$ cat config.mk
export PLATFORM = sky130hd
export DESIGN_NAME = mc_sequencer
export DESIGN_NICKNAME = d
export VERILOG_FILES = /design/src/rtl/mc_pkg.sv /design/src/rtl/mc_condcheck.sv /design/src/rtl/mc_sequencer.sv
export SDC_FILE = /design/constraint.sdc
export NUM_CORES = 1
export LEC_CHECK = 0
export CAP_MARGIN = 0
export CORE_MARGIN = 3
export CORE_UTILIZATION = 35
export DETAILED_ROUTE_END_ITERATION = 8
export GPL_ROUTABILITY_DRIVEN = 0
export GPL_TIMING_DRIVEN = 0
export HOLD_SLACK_MARGIN = 0.02
export PLACE_DENSITY = 0.67
export SYNTH_ARGS = -nofsm -noshare
export SYNTH_HDL_FRONTEND = slang
export SYNTH_HIERARCHICAL = 1
export SYNTH_SLANG_ARGS = --single-unit
$ cat constraint.sdc
create_clock -name clk -period 2.8 [get_ports clk]
set_clock_uncertainty 0.1 [all_clocks]
set_input_delay 0.84 -clock clk [delete_from_list [all_inputs] [get_ports clk]]
set_output_delay 0.84 -clock clk [all_outputs]
set_load 0.05 [all_outputs]
$ cat src/rtl/mc_pkg.sv
// Shared definitions for the multicycle control sequencer: states, ALU codes,
// datapath select encodings, instruction field codes and condition codes.
package mc_pkg;

    typedef enum logic [3:0] {
        S_FETCH,
        S_DECODE,
        S_MEMADR,
        S_MEMRD,
        S_MEMWB,
        S_MEMWR,
        S_EXER,
        S_EXEI,
        S_ALUWB,
        S_BRANCH,
        S_UNKNOWN
    } state_t;

    typedef struct packed {
        logic n;
        logic z;
        logic c;
        logic v;
    } flags_t;

    localparam logic [1:0] ALU_ADD = 2'b00;
    localparam logic [1:0] ALU_SUB = 2'b01;
    localparam logic [1:0] ALU_AND = 2'b10;
    localparam logic [1:0] ALU_ORR = 2'b11;

    localparam logic       SRCA_A        = 1'b0;
    localparam logic       SRCA_PC       = 1'b1;
    localparam logic [1:0] SRCB_REG      = 2'b00;
    localparam logic [1:0] SRCB_IMM      = 2'b01;
    localparam logic [1:0] SRCB_FOUR     = 2'b10;
    localparam logic [1:0] RES_ALUOUT    = 2'b00;
    localparam logic [1:0] RES_DATA      = 2'b01;
    localparam logic [1:0] RES_ALURESULT = 2'b10;
    localparam logic       ADR_PC        = 1'b0;
    localparam logic       ADR_RESULT    = 1'b1;

    localparam logic [1:0] OP_DP     = 2'b00;
    localparam logic [1:0] OP_MEM    = 2'b01;
    localparam logic [1:0] OP_BRANCH = 2'b10;

    localparam logic [3:0] CMD_ADD = 4'b0100;
    localparam logic [3:0] CMD_SUB = 4'b0010;
    localparam logic [3:0] CMD_AND = 4'b0000;
    localparam logic [3:0] CMD_ORR = 4'b1100;

    localparam logic [3:0] COND_EQ = 4'b0000;
    localparam logic [3:0] COND_NE = 4'b0001;
    localparam logic [3:0] COND_CS = 4'b0010;
    localparam logic [3:0] COND_CC = 4'b0011;
    localparam logic [3:0] COND_MI = 4'b0100;
    localparam logic [3:0] COND_PL = 4'b0101;
    localparam logic [3:0] COND_VS = 4'b0110;
    localparam logic [3:0] COND_VC = 4'b0111;
    localparam logic [3:0] COND_HI = 4'b1000;
    localparam logic [3:0] COND_LS = 4'b1001;
    localparam logic [3:0] COND_GE = 4'b1010;
    localparam logic [3:0] COND_LT = 4'b1011;
    localparam logic [3:0] COND_GT = 4'b1100;
    localparam logic [3:0] COND_LE = 4'b1101;
    localparam logic [3:0] COND_AL = 4'b1110;

    // Unlisted commands fall back to ADD.
    function automatic logic [1:0] alu_decode(input logic [3:0] cmd);
        case (cmd)
            CMD_ADD: return ALU_ADD;
            CMD_SUB: return ALU_SUB;
            CMD_AND: return ALU_AND;
            CMD_ORR: return ALU_ORR;
            default: return ALU_ADD;
        endcase
    endfunction

endpackage

$ cat src/rtl/mc_condcheck.sv
// Combinational condition-code evaluation against the stored flags.
// The reserved code 1111 evaluates false.
module mc_condcheck
    import mc_pkg::*;
(
    input  logic [3:0] cond_i,
    input  flags_t     flags_i,
    output logic       condex_o
);

    // NOTE: condex_o gets a default before the case so no latch is inferred.
    always_comb begin
        condex_o = 1'b0;
        case (cond_i)
            COND_EQ: condex_o = flags_i.z;
            COND_NE: condex_o = !flags_i.z;
            COND_CS: condex_o = flags_i.c;
            COND_CC: condex_o = !flags_i.c;
            COND_MI: condex_o = flags_i.n;
            COND_PL: condex_o = !flags_i.n;
            COND_VS: condex_o = flags_i.v;
            COND_VC: condex_o = !flags_i.v;
            COND_HI: condex_o = flags_i.c && !flags_i.z;
            COND_LS: condex_o = !flags_i.c || flags_i.z;
            COND_GE: condex_o = (flags_i.n == flags_i.v);
            COND_LT: condex_o = (flags_i.n != flags_i.v);
            COND_GT: condex_o = !flags_i.z && (flags_i.n == flags_i.v);
            COND_LE: condex_o = flags_i.z || (flags_i.n != flags_i.v);
            COND_AL: condex_o = 1'b1;
            default: condex_o = 1'b0;
        endcase
    end

endmodule

$ cat src/rtl/mc_sequencer.sv
// Multicycle control sequencer: Moore FSM driving datapath selects and strobes,
// with write strobes gated by the condition latched in DECODE.
module mc_sequencer
    import mc_pkg::*;
(
    input  logic       clk,
    input  logic       reset,
    input  logic [3:0] Cond,
    input  logic [1:0] Op,
    input  logic [5:0] Funct,
    input  logic [3:0] Rd,
    input  logic [3:0] ALUFlags,
    output logic       IRWrite,
    output logic       AdrSrc,
    output logic       ALUSrcA,
    output logic       PCWrite,
    output logic       RegWrite,
    output logic       MemWrite,
    output logic [1:0] ALUSrcB,
    output logic [1:0] ResultSrc,
    output logic [1:0] ALUControl
);

    state_t state_q, state_d;
    flags_t flags_q, flags_d;
    logic   condex_q, condex_d;
    logic   cond_ok;
    logic   regw_fsm, memw_fsm, branch_fsm;
    logic   in_exe;

    mc_condcheck u_condcheck (
        .cond_i   (Cond),
        .flags_i  (flags_q),
        .condex_o (cond_ok)
    );

    // NOTE: sequential state uses non-blocking assignments only.
    always_ff @(posedge clk or negedge reset) begin
        if (!reset) state_q <= S_FETCH;
        else        state_q <= state_d;
    end

    always_comb begin
        state_d = S_FETCH;
        case (state_q)
            S_FETCH:  state_d = S_DECODE;
            S_DECODE: begin
                case (Op)
                    OP_MEM:    state_d = S_MEMADR;
                    OP_DP:     state_d = Funct[5] ? S_EXEI : S_EXER;
                    OP_BRANCH: state_d = S_BRANCH;
                    default:   state_d = S_UNKNOWN;
                endcase
            end
            S_MEMADR: state_d = Funct[0] ? S_MEMRD : S_MEMWR;
            S_MEMRD:  state_d = S_MEMWB;
            S_EXER:   state_d = S_ALUWB;
            S_EXEI:   state_d = S_ALUWB;
            default:  state_d = S_FETCH;
        endcase
    end

    always_comb begin
        IRWrite    = 1'b0;
        AdrSrc     = ADR_PC;
        ALUSrcA    = SRCA_A;
        ALUSrcB    = SRCB_REG;
        ResultSrc  = RES_ALUOUT;
        ALUControl = ALU_ADD;
        regw_fsm   = 1'b0;
        memw_fsm   = 1'b0;
        branch_fsm = 1'b0;
        case (state_q)
            S_FETCH: begin
                IRWrite   = 1'b1;
                ALUSrcA   = SRCA_PC;
                ALUSrcB   = SRCB_FOUR;
                ResultSrc = RES_ALURESULT;
            end
            S_DECODE: begin
                ALUSrcA   = SRCA_PC;
                ALUSrcB   = SRCB_FOUR;
                ResultSrc = RES_ALURESULT;
            end
            S_MEMADR: ALUSrcB = SRCB_IMM;
            S_MEMRD:  AdrSrc  = ADR_RESULT;
            S_MEMWB: begin
                ResultSrc = RES_DATA;
                regw_fsm  = 1'b1;
            end
            S_MEMWR: begin
                AdrSrc   = ADR_RESULT;
                memw_fsm = 1'b1;
            end
            S_EXER: ALUControl = alu_decode(Funct[4:1]);
            S_EXEI: begin
                ALUSrcB    = SRCB_IMM;
                ALUControl = alu_decode(Funct[4:1]);
            end
            S_ALUWB: regw_fsm = 1'b1;
            S_BRANCH: begin
                ALUSrcB    = SRCB_IMM;
                ResultSrc  = RES_ALURESULT;
                branch_fsm = 1'b1;
            end
            default: ;
        endcase
    end

    // A condition-failed instruction still walks its states but writes nothing.
    assign RegWrite = regw_fsm & condex_q;
    assign MemWrite = memw_fsm & condex_q;
    assign PCWrite  = (state_q == S_FETCH) |
                      (condex_q & (branch_fsm | (regw_fsm & (Rd == 4'd15))));

    assign in_exe = (state_q == S_EXER) || (state_q == S_EXEI);

    // C and V only carry meaning after an ADD or SUB, so logic ops keep them.
    always_comb begin
        flags_d  = flags_q;
        condex_d = condex_q;
        if (state_q == S_DECODE) condex_d = cond_ok;
        if (in_exe && Funct[0] && condex_q) begin
            flags_d.n = ALUFlags[3];
            flags_d.z = ALUFlags[2];
            if (Funct[4:1] == CMD_ADD || Funct[4:1] == CMD_SUB) begin
                flags_d.c = ALUFlags[1];
                flags_d.v = ALUFlags[0];
            end
        end
    end

    always_ff @(posedge clk or negedge reset) begin
        if (!reset) begin
            flags_q  <= '0;
            condex_q <= 1'b0;
        end else begin
            flags_q  <= flags_d;
            condex_q <= condex_d;
        end
    end

endmodule

==> metrics.cfg, run 1 <==
[route]
drt_wl_total_um = 2130
drcViolationCount = 0
via_per_inst = 5.30
antenna_left = 0
drt_iter0_drc = 11
vias = 870
routedWlPerCell_um = 13.0
top_layer = met3
wl_met3_um = 128
wl_met1_um = 888
dr.pass1.iters = 4
wl_met2_um = 1120

[timing]
period_needed_ns = 2.75
hold_viol = 0
hold_slack_ns = 0.445
slew_viol_final = 0
fmax_ghz = 0.364
worst_slew_pin_slew_ns = 0.489
slew-limit-headroom_pct = 67.6
fin_crit_sh_pct = 98.2
rsz0062_at_grt = no
layout_setup_ws_ns = 0.0493
setup_violations = 0

[critical_path]
r2r_slack_ns = 0.94
end_kind = primary output
rr_worst_depth = 5
r2r-end = condex_q
required_ns = 1.86
crit_path_end = ALUControl[0]
path_class = primary input to primary output
reg2reg_from = flags_q[3]
startpoint = Funct[3]
critical_path_arrival_ns = 1.81
cp_max_fo = 4
start_kind = primary input

[hold_path]
hp-class = flop to flop

[clock_network]
clockBufferDepth = 2
h-tree-depth = 1
cts_tree = done
cts_setup_buffers = 0
clkLatencyLatePin_ns = 0.26
numCtsBuffers = 3
cts_root_buf = clkbuf_4
cts.sinks = 9
clk_pin_slew_ns = 0.06

[place]
place_ws_ns = -0.921
dp_hpwl_um = 1640
portBuffers = 31
post-place-cells = 160

[floorplanning]
die_h_um = 55.3
dieWidth_um = 55.3
io_pins = 34
core_um2 = 2250
rows = 17
initial_core_util_pct = 37.7
die-area_um2 = 3050

[cells_and_area]
post-route-util_pct = 54.8
nets = 159
final_cell_mix = clkdlybuf4s50_1, nor2_1, dfrtp_1
synthToLayoutAreaGrowth_pct = 45.5
mostFrequentLayoutCell = clkdlybuf4s50_1
fillers = 222
antennaDiodeCount = 0
drive_gt1_share_pct = 23.5
fin_cells = 164

[power_and_ir_drop]
p_leak_uw = 0.000542
p_per_area_nw_per_um2 = 1070
total_power_uw = 1320
ir_worst_vdd_mv = 0.784

[global_route]
grt_pass1_wl_um = 3680
antenna_found_initial = 0
overflow = 0
grt_max_degree = 11
grt_pass1_vias = 861
grt_usage_pct = 14.5

[synthesis]
seq_area_frac_synth_pct = 26.5
ys_types = 42
synth_nets = 123
ys_seq_elements = 9
yosys_warnings = 6
synth_cells = 101
syn_area_per_cell_um2 = 8.41
synth_area_um2 = 850

[job]
drv_cap = 0

[run_status]
outcome = finished clean

-- synth_stat cells, drive strengths merged --
| library cell | instances | area share, % |
|---|---|---|
| mux2 | 6 | 8.4 |
| a211o | 3 | 3.1 |
| a21oi | 8 | 4.7 |
| o21bai | 1 | 0.88 |
| or3b | 1 | 1.0 |
| dfrtp | 9 | 27 |
| nand4 | 2 | 2.2 |
| xor2 | 3 | 3.1 |
| nand2 | 7 | 3.1 |
| nand3 | 2 | 1.2 |
| or2 | 1 | 0.74 |
| o21ai | 1 | 0.59 |
| and3 | 2 | 1.5 |
| inv | 2 | 0.88 |
| nor3b | 2 | 1.8 |
| or2b | 2 | 1.9 |
| xnor2 | 4 | 5.0 |
| and3b | 1 | 1.0 |
| nor2 | 12 | 6.2 |
| buf | 7 | 5.9 |
| a21boi | 1 | 0.88 |
| nor3 | 5 | 2.9 |
| nor2b | 2 | 2.4 |
| o31ai | 1 | 0.88 |
| clkbuf | 1 | 0.44 |
| a22oi | 2 | 1.8 |
| and4 | 1 | 1.0 |
| nand2b | 4 | 2.9 |
| nand3b | 2 | 1.8 |
| nor4b | 1 | 1.0 |
| o22ai | 2 | 1.5 |
| o211ai | 2 | 1.8 |
| a221oi | 1 | 1.0 |
-- worst min-delay path by stage --
stage	start	to	slack, ns	cells after the start
2_1_floorplan	flags_q[1]	flags_q[1]	0.41	1
3_3_place_gp	flags_q[1]	flags_q[1]	0.43	1
3_5_place_dp	flags_q[1]	flags_q[1]	0.43	1
6_report	flags_q[1]	flags_q[1]	0.44	1
5_1_grt	flags_q[1]	flags_q[1]	0.47	1
4_1_cts	flags_q[1]	flags_q[1]	0.45	1
-- registers in the layout, summed over array words and instances (netlist names) --
register,flops
flags_q,4
state_q,4
condex_q,1
-- repair_timing --
| item | 4_1_cts | 5_1_grt |
|---|---|---|
| pin swaps | 3 | 2 |
| gates resized for setup | 36 | 14 |
| endpoints found under the setup margin | 12 | 6 |
| hold buffers | 0 | 0 |
-- metal layers --
layer	up-vias	global-route usage, %
met4	0	1.74
met2	25	26.4
met1	413	16.4
li1	432	-
met3	0	5.37
met5	-	0
-- cells by family (layout without fill, tap and decap cells) --
| group | after synthesis | in the layout | synth area share (%) |
|---|---|---|---|
| multiplexers | 6 | 6 | 8.39 |
| AO/OA/AOI/OAI | 22 | 22 | 17.1 |
| AND/OR/NAND/NOR | 47 | 47 | 32.7 |
| flip-flops | 9 | 9 | 26.5 |
| buffers and inverters | 10 | 45 | 7.22 |
| XOR/XNOR | 7 | 7 | 8.10 |
-- where the power goes --
| part | internal (uW) | switching, uW |
|---|---|---|
| Clock | 54.9 | 45.7 |
| Sequential | 179 | 42.8 |
| Combinational | 362 | 640 |
| Total | 596 | 728 |
-- per-stage QoR --
step,setup TNS (ns),area (um^2)
after detailed placement,-2.28,1220
after global placement,-2.22,1220
after CTS,-0.0667,1230
final,0,1240
after floorplan,0,873
after global routing,0,1240
-- critical path: stages --
cell and delay (ns):
clkdlybuf4s15_1 0.23, or3b_4 0.41, a21oi_4 0.15, buf_6 0.17
-- cell type report --
class / count / area [um^2] / share of cell area, %
Buffer: 8 / 53.8 / 4.35
Clock buffer: 4 / 26.3 / 2.13
Inverter: 2 / 7.51 / 0.607
Multi-Input combinational cell: 82 / 597 / 48.3
Sequential cell: 9 / 225 / 18.2
Tap cell: 28 / 35.0 / 2.83
Timing Repair Buffer: 31 / 292 / 23.6
No activity file was read; power rests on OpenSTA's default activity.
==> inputs of run 2 (changes only) <==
--- a/config.mk
+++ b/config.mk
@@ -7,12 +7,12 @@
 export LEC_CHECK = 0
 export CAP_MARGIN = 0
 export CORE_MARGIN = 3
-export CORE_UTILIZATION = 35
+export CORE_UTILIZATION = 39
 export DETAILED_ROUTE_END_ITERATION = 8
 export GPL_ROUTABILITY_DRIVEN = 0
 export GPL_TIMING_DRIVEN = 0
 export HOLD_SLACK_MARGIN = 0.02
-export PLACE_DENSITY = 0.67
+export PLACE_DENSITY = 0.73
 export SYNTH_ARGS = -nofsm -noshare
 export SYNTH_HDL_FRONTEND = slang
 export SYNTH_HIERARCHICAL = 1
==> run 2 against run 1 <==
Against the previous run: first-iteration DRC count down 36%; cell count decreased by 0.61%; wire length fell by 5.1%; clock-buffer cell count fell by 1; register-to-register slack barely moved; via count down 2.6%; clock power about the same; design area fell by 0.20%; critical endpoint unchanged.
==> metrics.cfg, run 2 (same netlist as run 1, synthesis figures left out) <==
[critical_path]
critical_path_arrival_ns = 1.82
required_ns = 1.86
rr_worst_depth = 5
crit_path_end = ALUControl[0]
start_kind = primary input
startpoint = Funct[4]
end_kind = primary output
cp_max_fo = 4
path_class = primary input to primary output
r2r-end = condex_q
r2r_slack_ns = 0.94
reg2reg_from = flags_q[3]

[clock_network]
clkLatencyLatePin_ns = 0.27
clockBufferDepth = 2
numCtsBuffers = 3
cts_tree = done
cts_root_buf = clkbuf_4
h-tree-depth = 1
cts.sinks = 9
cts_setup_buffers = 0
clk_pin_slew_ns = 0.06
hold_buffers = 0

[power_and_ir_drop]
switchingPower_uw = 727
seqPwrFrac_pct = 16.9
p_leak_uw = 0.000544
p_int_uw = 593
p_comb_share_pct = 75.3
p_clk_share_pct = 7.8
p_per_area_nw_per_um2 = 1070
p_sw_share_pct = 55.1
ir_worst_vdd_mv = 0.667

[global_route]
grt_usage_pct = 16.0
grt_max_degree = 11
antenna_found_initial = 0
overflow = 0
grt_pass1_wl_um = 3350
grt_pass1_vias = 794

[floorplanning]
die-area_um2 = 2770
rows = 16
initial_core_util_pct = 42.4
io_pins = 34
core_um2 = 2000
die_h_um = 52.7
dieWidth_um = 52.7

[cells_and_area]
fillers = 182
synthToLayoutAreaGrowth_pct = 45.2
mostFrequentLayoutCell = clkdlybuf4s50_1
nets = 159
drive_gt1_share_pct = 23.5
final_cell_mix = clkdlybuf4s50_1, nor2_1, dfrtp_1
fin_cells = 163
multi_input_area_um2 = 589
reg_top3 = flags_q x4, state_q x4, condex_q x1
antennaDiodeCount = 0
seq_area_um2 = 225

[timing]
slew_viol_final = 0
fin_crit_sh_pct = 98.7
layout_setup_ws_ns = 0.0361
rsz0062_at_grt = no
fmax_ghz = 0.362
setup_violations = 0
worst_slew_pin_slew_ns = 0.486
period_needed_ns = 2.76
hold_viol = 0
slew-limit-headroom_pct = 67.7

[hold_path]
hp-class = flop to flop

[route]
routedWlPerCell_um = 12.4
dr.pass1.iters = 4
vias = 847
drt_iter0_drc = 7
drcViolationCount = 0
drt_wl_total_um = 2020
via_per_inst = 5.20
antenna_left = 0

[job]
drv_cap = 0

[place]
place_ws_ns = -0.943
dp_hpwl_um = 1590
portBuffers = 31
post-place-cells = 159

[run_status]
outcome = finished clean

## run 2: changes by cell type in the layout (fill, tap and decap cells not counted), sizes merged
| cell | change |
|---|---|
| clkbuf | -2 |
| clkdlybuf4s15 | +1 |
| clkinv | +1 |
## run 2: metal layers
metal | GRT usage [%] | wire, um | up-vias
li1 | - | - | 431
met1 | 21.7 | 939 | 391
met2 | 24.8 | 966 | 20
met3 | 2.56 | 89 | 5
met4 | 6.81 | 28 | 0
met5 | 0 | 0 | -
## run 2: power groups by stage
stage                     clock network [uW]  registers (uW)  logic, uW
after floorplan                            0             212        782
after global placement                     0             226       1040
after detailed placement                   0             226       1050
after CTS                                108             224        998
after global routing                     111             233       1070
final                                    103             223        993
## run 2: how the worst min path moves through the flow
stage	start	end	slack (ns)	cells past startpoint
3_5_place_dp	flags_q[1]	flags_q[1]	0.46	1
4_1_cts	flags_q[1]	flags_q[1]	0.47	1
5_1_grt	flags_q[1]	flags_q[1]	0.51	1
6_report	flags_q[1]	flags_q[1]	0.48	1
3_3_place_gp	flags_q[1]	flags_q[1]	0.45	1
2_1_floorplan	flags_q[1]	flags_q[1]	0.41	1
## run 2: timing repair
action	in CTS	in global routing
endpoints found under the setup margin	12	6
resized for setup	37	11
pin swaps	3	2
## run 2: metrics by stage
stage / TNS, ns / total power [uW] / instance area, um^2 / util (%) / hold WS [ns]
floorplan: 0 / 994 / 873 / - / 0.414
global placement: -2.19 / 1260 / 1220 / 60.8 / 0.447
detailed placement: -2.27 / 1280 / 1220 / 60.8 / 0.459
CTS: -0.0786 / 1330 / 1230 / 61.5 / 0.474
global route: 0 / 1410 / 1230 / 61.6 / 0.506
finish: 0 / 1320 / 1230 / 61.6 / 0.478
## run 2: area by class of cell
type                       instances  share of cell area (%)
sequential                         9                    18.3
buffer                             8                    4.36
multi-input combinational         82                    47.8
clock buffer                       3                    1.83
inverter                           2                   0.609
timing repair buffer              31                    24.0
tap                               27                    2.74
clock inverter                     1                   0.406
## run 2: critical path, cell delays in order
cell and delay (ns):
clkdlybuf4s15_1 0.23, or3b_4 0.42, a21oi_2 0.17, buf_6 0.17
